### src/rtl/datamem_pkg.sv
// Shared definitions for the byte-wide data memory controller.
//   MEM_DEPTH_DEF : default number of byte locations in the attached datamem
//   F3_*          : RISC-V load/store size codes (funct3)
//   S_*           : controller FSM state encodings
//   dec_t         : decoded request (byte count, sign-extend flag, error flag)
package datamem_pkg;

  localparam int MEM_DEPTH_DEF = 4096;

  localparam logic [2:0] F3_B  = 3'b000;
  localparam logic [2:0] F3_H  = 3'b001;
  localparam logic [2:0] F3_W  = 3'b010;
  localparam logic [2:0] F3_BU = 3'b100;
  localparam logic [2:0] F3_HU = 3'b101;

  localparam logic [1:0] S_IDLE  = 2'd0;
  localparam logic [1:0] S_XFER  = 2'd1;
  localparam logic [1:0] S_DRAIN = 2'd2;
  localparam logic [1:0] S_RESP  = 2'd3;

  typedef struct packed {
    logic [2:0] nbytes;  // 1, 2 or 4
    logic       sign;    // sign-extend load result
    logic       err;     // request must be rejected
  } dec_t;

endpackage

### src/rtl/datamem_ctrl_decode.sv
// Combinational request decoder.
//   we, funct3, addr : raw request fields
//   dec              : byte count, sign flag, error flag (bad code, store with
//                      unsigned code, misalignment, or access past MEM_DEPTH-1)
module datamem_ctrl_decode
  import datamem_pkg::*;
#(
  parameter int MEM_DEPTH = MEM_DEPTH_DEF
) (
  input  logic        we,
  input  logic [2:0]  funct3,
  input  logic [31:0] addr,
  output dec_t        dec
);

  localparam logic [32:0] DEPTH33 = 33'(MEM_DEPTH);

  logic        bad_code;
  logic        misalign;
  logic [32:0] last_byte;

  always_comb begin
    dec      = '0;
    bad_code = 1'b0;
    dec.nbytes = 3'd1;
    case (funct3)
      F3_B:    dec.sign = 1'b1;
      F3_H:    begin dec.nbytes = 3'd2; dec.sign = 1'b1; end
      F3_W:    dec.nbytes = 3'd4;
      F3_BU:   bad_code = we;
      F3_HU:   begin dec.nbytes = 3'd2; bad_code = we; end
      default: bad_code = 1'b1;
    endcase
    misalign = ((dec.nbytes == 3'd2) && addr[0]) ||
               ((dec.nbytes == 3'd4) && (addr[1:0] != 2'b00));
    // 33-bit sum so an address near 2^32 cannot wrap into range
    last_byte = {1'b0, addr} + {30'b0, dec.nbytes} - 33'd1;
    dec.err   = bad_code || misalign || (last_byte >= DEPTH33);
  end

endmodule

### src/rtl/datamem_ctrl.sv
// Load/store controller for a byte-wide datamem.
//   clk, rst                      : clock, async active-high reset
//   req_valid/ready/we/funct3/addr/wdata : request handshake and fields
//   rsp_valid/rdata/err           : one-cycle completion pulse
//   mem_address/data_in/write_en  : byte interface to datamem
//   mem_data_out                  : read byte, valid one cycle after address
// A request moves one byte per cycle in XFER. Loads need one extra DRAIN cycle
// because the last read byte arrives a cycle after its address.
module datamem_ctrl
  import datamem_pkg::*;
#(
  parameter int MEM_DEPTH = MEM_DEPTH_DEF
) (
  input  logic        clk,
  input  logic        rst,
  input  logic        req_valid,
  output logic        req_ready,
  input  logic        req_we,
  input  logic [2:0]  req_funct3,
  input  logic [31:0] req_addr,
  input  logic [31:0] req_wdata,
  output logic        rsp_valid,
  output logic [31:0] rsp_rdata,
  output logic        rsp_err,
  output logic [31:0] mem_address,
  output logic [7:0]  mem_data_in,
  output logic        mem_write_en,
  input  logic [7:0]  mem_data_out
);

  dec_t        dec;
  logic [1:0]  state;
  logic [1:0]  cnt;     // byte index being driven in XFER
  logic [1:0]  last;    // index of final byte (N-1)
  logic [31:0] addr_q;
  logic [31:0] wdata_q;
  logic [31:0] rdata_q;
  logic        we_q;
  logic        sign_q;
  logic        err_q;
  logic        in_xfer;

  datamem_ctrl_decode #(.MEM_DEPTH(MEM_DEPTH)) u_dec (
    .we     (req_we),
    .funct3 (req_funct3),
    .addr   (req_addr),
    .dec    (dec)
  );

  // rst term makes req_ready drop the instant reset is applied
  assign req_ready = (state == S_IDLE) && !rst;

  always_ff @(posedge clk or posedge rst) begin
    if (rst) begin
      state   <= S_IDLE;
      cnt     <= '0;
      last    <= '0;
      addr_q  <= '0;
      wdata_q <= '0;
      rdata_q <= '0;
      we_q    <= 1'b0;
      sign_q  <= 1'b0;
      err_q   <= 1'b0;
    end else begin
      case (state)
        S_IDLE: if (req_valid) begin
          addr_q  <= req_addr;
          wdata_q <= req_wdata;
          we_q    <= req_we;
          sign_q  <= dec.sign;
          err_q   <= dec.err;
          last    <= 2'(dec.nbytes - 3'd1);
          cnt     <= '0;
          rdata_q <= '0;
          state   <= dec.err ? S_RESP : S_XFER;
        end
        S_XFER: begin
          // byte cnt-1 was addressed last cycle and is on mem_data_out now
          if (!we_q && (cnt != 2'd0))
            rdata_q[{cnt - 2'd1, 3'b000} +: 8] <= mem_data_out;
          if (cnt == last) state <= we_q ? S_RESP : S_DRAIN;
          else             cnt   <= cnt + 2'd1;
        end
        S_DRAIN: begin
          rdata_q[{cnt, 3'b000} +: 8] <= mem_data_out;
          state <= S_RESP;
        end
        default: state <= S_IDLE;
      endcase
    end
  end

  assign in_xfer      = (state == S_XFER);
  assign mem_address  = in_xfer ? addr_q + {30'b0, cnt} : '0;
  assign mem_data_in  = in_xfer ? wdata_q[{cnt, 3'b000} +: 8] : '0;
  assign mem_write_en = in_xfer && we_q;

  assign rsp_valid = (state == S_RESP);
  assign rsp_err   = rsp_valid && err_q;

  always_comb begin
    rsp_rdata = '0;
    if (rsp_valid && !err_q && !we_q) begin
      case (last)
        2'd0:    rsp_rdata = {{24{sign_q & rdata_q[7]}},  rdata_q[7:0]};
        2'd1:    rsp_rdata = {{16{sign_q & rdata_q[15]}}, rdata_q[15:0]};
        default: rsp_rdata = rdata_q;
      endcase
    end
  end

endmodule

### config.mk
export PLATFORM = sky130hd
export DESIGN_NAME = datamem_ctrl
export DESIGN_NICKNAME = d
export VERILOG_FILES = /design/src/rtl/datamem_pkg.sv /design/src/rtl/datamem_ctrl_decode.sv /design/src/rtl/datamem_ctrl.sv
export SDC_FILE = /design/constraint.sdc
export NUM_CORES = 1
export LEC_CHECK = 0
export CORE_UTILIZATION = 54
export DETAILED_ROUTE_END_ITERATION = 8
export GPL_TIMING_DRIVEN = 1
export PLACE_DENSITY = 0.89
export SYNTH_ARGS = -nofsm -noshare
export SYNTH_HDL_FRONTEND = slang
export SYNTH_SLANG_ARGS = --single-unit
### constraint.sdc
create_clock -name clk -period 3.95 [get_ports clk]
set_clock_uncertainty 0.2 [all_clocks]
set_input_delay 0.79 -clock clk [delete_from_list [all_inputs] [get_ports clk]]
set_output_delay 0.79 -clock clk [all_outputs]
set_load 0.02 [all_outputs]
## Yosys cells after proc, flatten, opt, wreduce, memory -nomap -nowiden

Cells that the tools add are included.

- Bits in registers: 105
- Input port bits: 79
- Output and inout bits: 76
- Logic and storage cells: 89

- $add $sub $neg: 8
- $lt $le $gt $ge: 1
- Equality and inequality tests: 15
- Shift operators: 5
- Mux-type cells: 20
- Bitwise operators: 2
- Reductions and logical operators: 29

Operators by type and width:

| kind | count |
|---|---|
| 2-to-1 mux 32 bit | 4 |
| case mux 32 bit (3 select lines) | 1 |
| bitwise mux 32 bit | 2 |
| case mux 32 bit (2 select lines) | 1 |
| variable shift 8 x 7 -> 32 bit, first input constant | 2 |
| indexed part select 8 x 7 -> 32 bit | 2 |
| adder 32 x 3 -> 33 bit | 1 |
| >= comparator 33 x 13 -> 1 bit, second input constant | 1 |
| subtractor 33 x 1 -> 33 bit, second input constant | 1 |
| adder 32 x 2 -> 32 bit | 1 |
| indexed part select 32 x 6 -> 8 bit | 1 |
| negation 5 -> 7 bit | 2 |
| 2-to-1 mux 2 bit | 5 |
| equality test 3 bit, second input constant | 3 |
| logical AND 1 bit | 8 |
| 2-to-1 mux 8 bit | 1 |
| equality test 3 x 2 -> 1 bit, second input constant | 2 |
| case mux 2 bit (3 select lines) | 1 |
| case mux 3 bit (2 select lines) | 1 |
| AND reduction 3 bit | 2 |
| nonzero test 2 bit | 3 |
| OR reduction 2 bit | 3 |
| equality test 2 x 1 -> 1 bit, second input constant | 2 |
| equality test 2 bit, second input constant | 2 |
| 17 further kinds | 28 |

## Depth between registers and ports, before layout

- Depth after elaboration: 11
- Mapped depth: 18
- Mapped depth without buffers: 18

## Hierarchy

From an unflattened synthesis, not the netlist that was laid out.

- Cell total of the unflattened synthesis: 1019
- Area total of the unflattened synthesis: 8911.0 um^2

Modules (own cells, without submodules):

| module | times used | cells an instance | area each (um^2) | sequential area each (um^2) |
|---|---|---|---|---|
| datamem_ctrl | 1 | 688 | 6671.4 | 2627.5 |
| datamem_ctrl_decode | 1 | 331 | 2239.6 | 0.0 |

## Worst setup path before layout

No wires, ideal clock.

- Path kind: in2reg
- From: input port req_funct3[1]
- To: register err_q
- Library setup time: 0.133 ns
- Arrival time: 3.836 ns
- Required time: 3.617 ns
- Setup slack: -0.219 ns
- Stages on the path: 16
- Path buffers: 0
- Cell sequence: nand2b_1 > ha_1 > inv_1 > ha_1 > inv_1 > fa_1 > nand2b_1 > a21oi_1 > o21ai_2 > a31oi_4 > nor3_1 > or4b_1 > nor4_1 > nand4_1 > nor4b_1 > a31oi_1

- Cells in the longest elaborated chain, start to end: 8
- Elaborated cells between the ends (all ways): 20
- Those cells by class: add/sub (2); order compare (1); eq/ne (6); mux (2); reduce/logical (9)

Ends and longest elaborated chain:

| what | line | text |
|---|---|---|
| start, declared | datamem_ctrl.sv:19 | `input logic [2:0] req_funct3,` |
| branches (longest 7 deep; another with adder 32 x 3 -> 33 bit) | -- |  |
| logical OR 1 bit (*) | datamem_ctrl_decode.sv:38 | `dec.err = bad_code \|\| misalign \|\| (last_byte >= DEPTH33);` |
| end signal, assigned | datamem_ctrl.sv:71 | `err_q <= dec.err;` |
| end, declared | datamem_ctrl.sv:40 | `logic err_q;` |

Every way passes the cells marked *.
A chain may end at the register's enable or synchronous reset.

## Worst setup path in the final report

- From: input port req_addr[3]
- To: register err_q

- Cells in the longest elaborated chain, start to end: 4

Ends and longest elaborated chain:

| what | line | text |
|---|---|---|
| start, declared | datamem_ctrl.sv:20 | `input logic [31:0] req_addr,` |
| adder 32 x 3 -> 33 bit | datamem_ctrl_decode.sv:37 | `last_byte = {1'b0, addr} + {30'b0, dec.nbytes} - 33'd1;` |
| subtractor 33 x 1 -> 33 bit | datamem_ctrl_decode.sv:37 |  |
| >= comparator 33 x 13 -> 1 bit | datamem_ctrl_decode.sv:38 |  |
| logical OR 1 bit | datamem_ctrl_decode.sv:38 |  |

Every way passes these cells.

==> results.ini <==
[outcome]
outcome=complete, but fails checks
failed_checks=design-rule violations, negative setup slack

[routing]
drt_iter0_markers=1072
drt_first_pass_iters=9
avgViaCountPerCell=6.200
drc_errors=9
antenna_left=0
finalWirelength_um=28570
wl_per_cell_um=19.01
vias=9318

[floorplan]
ios=155
die_w_um=125.3
coreArea_um2=14700
num_rows=44
die_h_um=125.3
start_util=0.5586
dieArea_um2=15700

[place]
post-dp-hpwl_um=19900
gp_congestion=0.9101
port_buffers=154
dpl_cell_area_um2=11050
place_ws_ns=-0.8064

[power]
power_density_nw_per_um2=492.8
clkPwrFrac=0.167
p_leak_nw=5.091
combPwrFrac=0.516
seq_power_share=0.318
peakVddDrop_mv=0.3964
switching_power_w=0.002513
p_int_w=0.003260
swShare=0.4353

[clock_tree]
clockRootBuffer=clkbuf_16
cts_buffers=9
cts_tree=yes
cts.path.max_buffers=2
path_clk_slew_ns=0.08
clk_latency_ns=0.36
cts_max_level=3
cts_num_sinks=105

[synthesis]
synthArstFlopShare=1.000
synth.avg_cell_area_um2=8.019
synth_area_um2=8212
synth-edff-count=0
ys.flop_type=dfrtp_1
synth_top_cell_by_area=dfrtp_1
yosysUniqueCellTypes=72
seq_area_frac_synth=0.3200
synth.top_cell.area_share=0.3200
ys_top_cells_by_area=dfrtp_1 (32%), o21ai_0 (7.6%), ha_1 (7.0%), nand2_1 (6.6%), a21oi_1 (5.5%)
syn_nets=1151
yosys_warnings=0
synth_seq_cells=105
syn_inst=1024

[timing]
max_slew_margin=0.2902
setup_viol=1
setup_ws_ns=-0.1158
worstMarginPinSlew_ns=1.062
max_freq_ghz=0.2460
drv_slew=0
rsz0062_at_grt=true
finalHoldViolations=0
holdWs_ns=0.2939
finalCriticalPeriod_ns=4.066
period_share=1.029

[grt]
track_usage=0.3387
gr-total-overflow=0
grt_pass1_vias=8936
grt_antenna_before_repair=1
grt_pass1_wl_um=42960
grt_max_degree=103

[critical_path]
criticalPathCategory=input pin to flop
reg2reg_slack_ns=0.87
startpoint_type=input pin
timing.rr.end=rdata_q[22]
cp.required_ns=3.98
rr_worst_depth=9
path_max_fanout=4
worstPathArrival_ns=4.10
endpoint=err_q
end_kind=flop
crit_start=req_addr[3]
r2r-start=cnt[0]

[cells_and_area]
stdcell_area_um2=11720
drive_gt1_frac=0.2367
final_nets=1440
fill_cells=913
area_delta_synth_final_pct=42.66

[flow_run]
maxCapViolations=0

[hold_path]
hp-class=flop to flop

## layout make-up
type                    count  area (um2)  area share
repair buffers            327        2836      0.2421
clock inverters             7       85.08    0.007263
well taps                 184       230.2     0.01965
diodes                      1       2.502   0.0002136
flip-flops and latches    105        2628      0.2243
clock buffers               9       225.2     0.01922
inverters                  75       289.0     0.02467
multi-input cells         795        5419      0.4626
## synth_stat cells (7+ instances only)
| library cell | number |
|---|---|
| nand2_1 | 144 |
| o21ai_0 | 124 |
| dfrtp_1 | 105 |
| a21oi_1 | 90 |
| inv_1 | 74 |
| nor2_1 | 71 |
| ha_1 | 46 |
| clkbuf_1 | 37 |
| mux2_2 | 36 |
| xor2_1 | 30 |
| and2_1 | 21 |
| o22ai_1 | 19 |
| a22oi_1 | 16 |
| nand4_1 | 16 |
| nor3_1 | 14 |
| nand3_1 | 13 |
| nor2b_1 | 11 |
| a211oi_1 | 10 |
| or3_1 | 10 |
| a22o_1 | 8 |
| mux4_2 | 8 |
| nand2b_1 | 7 |
| o21ai_1 | 7 |
| xnor2_1 | 7 |
## critical path, cell delays in order
cell and delay [ns]:
clkdlybuf4s50_1 0.55, ha_4 0.24, o211ai_1 0.46, a21oi_4 0.10, o21ai_4 0.27, buf_6 0.15
a211o_2 0.13, nor2_1 0.05, or4b_1 0.54, nor4_2 0.29, nand4_1 0.14, nor4b_2 0.29
a31oi_1 0.12
## routing by layer
layer | wire length [um] | up-vias | GRT usage | part of all wire
met2 | 14020 | 552 | 0.5859 | 0.49
met5 | 0 | - | 0 | 0
met4 | 1435 | 0 | 0.1707 | 0.050
li1 | - | 4213 | - | -
met3 | 2040 | 139 | 0.04621 | 0.071
met1 | 11080 | 4414 | 0.4144 | 0.39
## cell families after synthesis
group	count (synthesis)	synth area share
AOI/OAI and AO/OA	326	0.2394
xor gates and xnor gates	37	0.03946
adders and majority gates	48	0.07497
buffers and inverters	124	0.05958
DFF	105	0.3200
muxes	48	0.07618
and+or+nand+nor	336	0.1905
## layout by cell type, fill, tap and decap left out, drive strengths merged, types with 13 or more instances in the layout
cell | netlist | routed
dfrtp | 105 | 105
and2 | 21 | 21
nand4 | 16 | 16
o21ai | 132 | 132
mux2 | 36 | 36
clkdlybuf4s50 | 0 | 127
a21oi | 93 | 93
inv | 74 | 76
nor2 | 72 | 72
nand3 | 13 | 13
buf | 11 | 180
a22oi | 16 | 16
nand2 | 145 | 145
xor2 | 30 | 30
o22ai | 19 | 19
nor3 | 14 | 14
ha | 46 | 46
## flip-flops by register name, indices dropped and copies added (netlist names)
signal   count
err_q        1
wdata_q     32
sign_q       1
addr_q      32
cnt          2
we_q         1
rdata_q     32
state        2
last         2
## power by group through the flow
stage	Sequential (W)	Clock [W]	Combinational (W)
CTS	0.00180	0.000958	0.00284
floorplan	0.00171	0	0.00185
global placement	0.00179	0	0.00271
finish	0.00183	0.000962	0.00298
global route	0.00188	0.000996	0.00321
detailed placement	0.00182	0	0.00284
## metrics by stage
stage	util	total power [W]	cells	TNS, ns
2_1_floorplan	-	0.003560	1024	0
3_3_place_gp	0.7517	0.004504	1470	-1.444
3_5_place_dp	0.7517	0.004664	1470	-1.847
4_1_cts	0.7798	0.005602	1494	-0.03568
5_1_grt	0.7970	0.006082	1503	-0.5907
6_report	0.7970	0.005773	1503	-0.1158
## how the worst min path moves through the flow
stage                start          end  slack, ns  cells after the start
2_1_floorplan    addr_q[0]    addr_q[0]       0.25                      2
3_3_place_gp    rdata_q[2]   rdata_q[2]       0.28                      1
3_5_place_dp    rdata_q[4]   rdata_q[4]       0.28                      1
4_1_cts         rdata_q[2]   rdata_q[2]       0.30                      1
5_1_grt        wdata_q[19]  wdata_q[19]       0.32                      1
6_report        rdata_q[1]   rdata_q[1]       0.29                      1
## repair_timing
item / 4_1_cts / 5_1_grt
buffers inserted: 8 / 8
hold buffers: 0 / 0
hold endpoints to repair: 0 / 0
setup endpoints to repair: 18 / 31
resized for setup: 59 / 57
pin swaps: 15 / 29
Power figures use the tool's default switching activity.
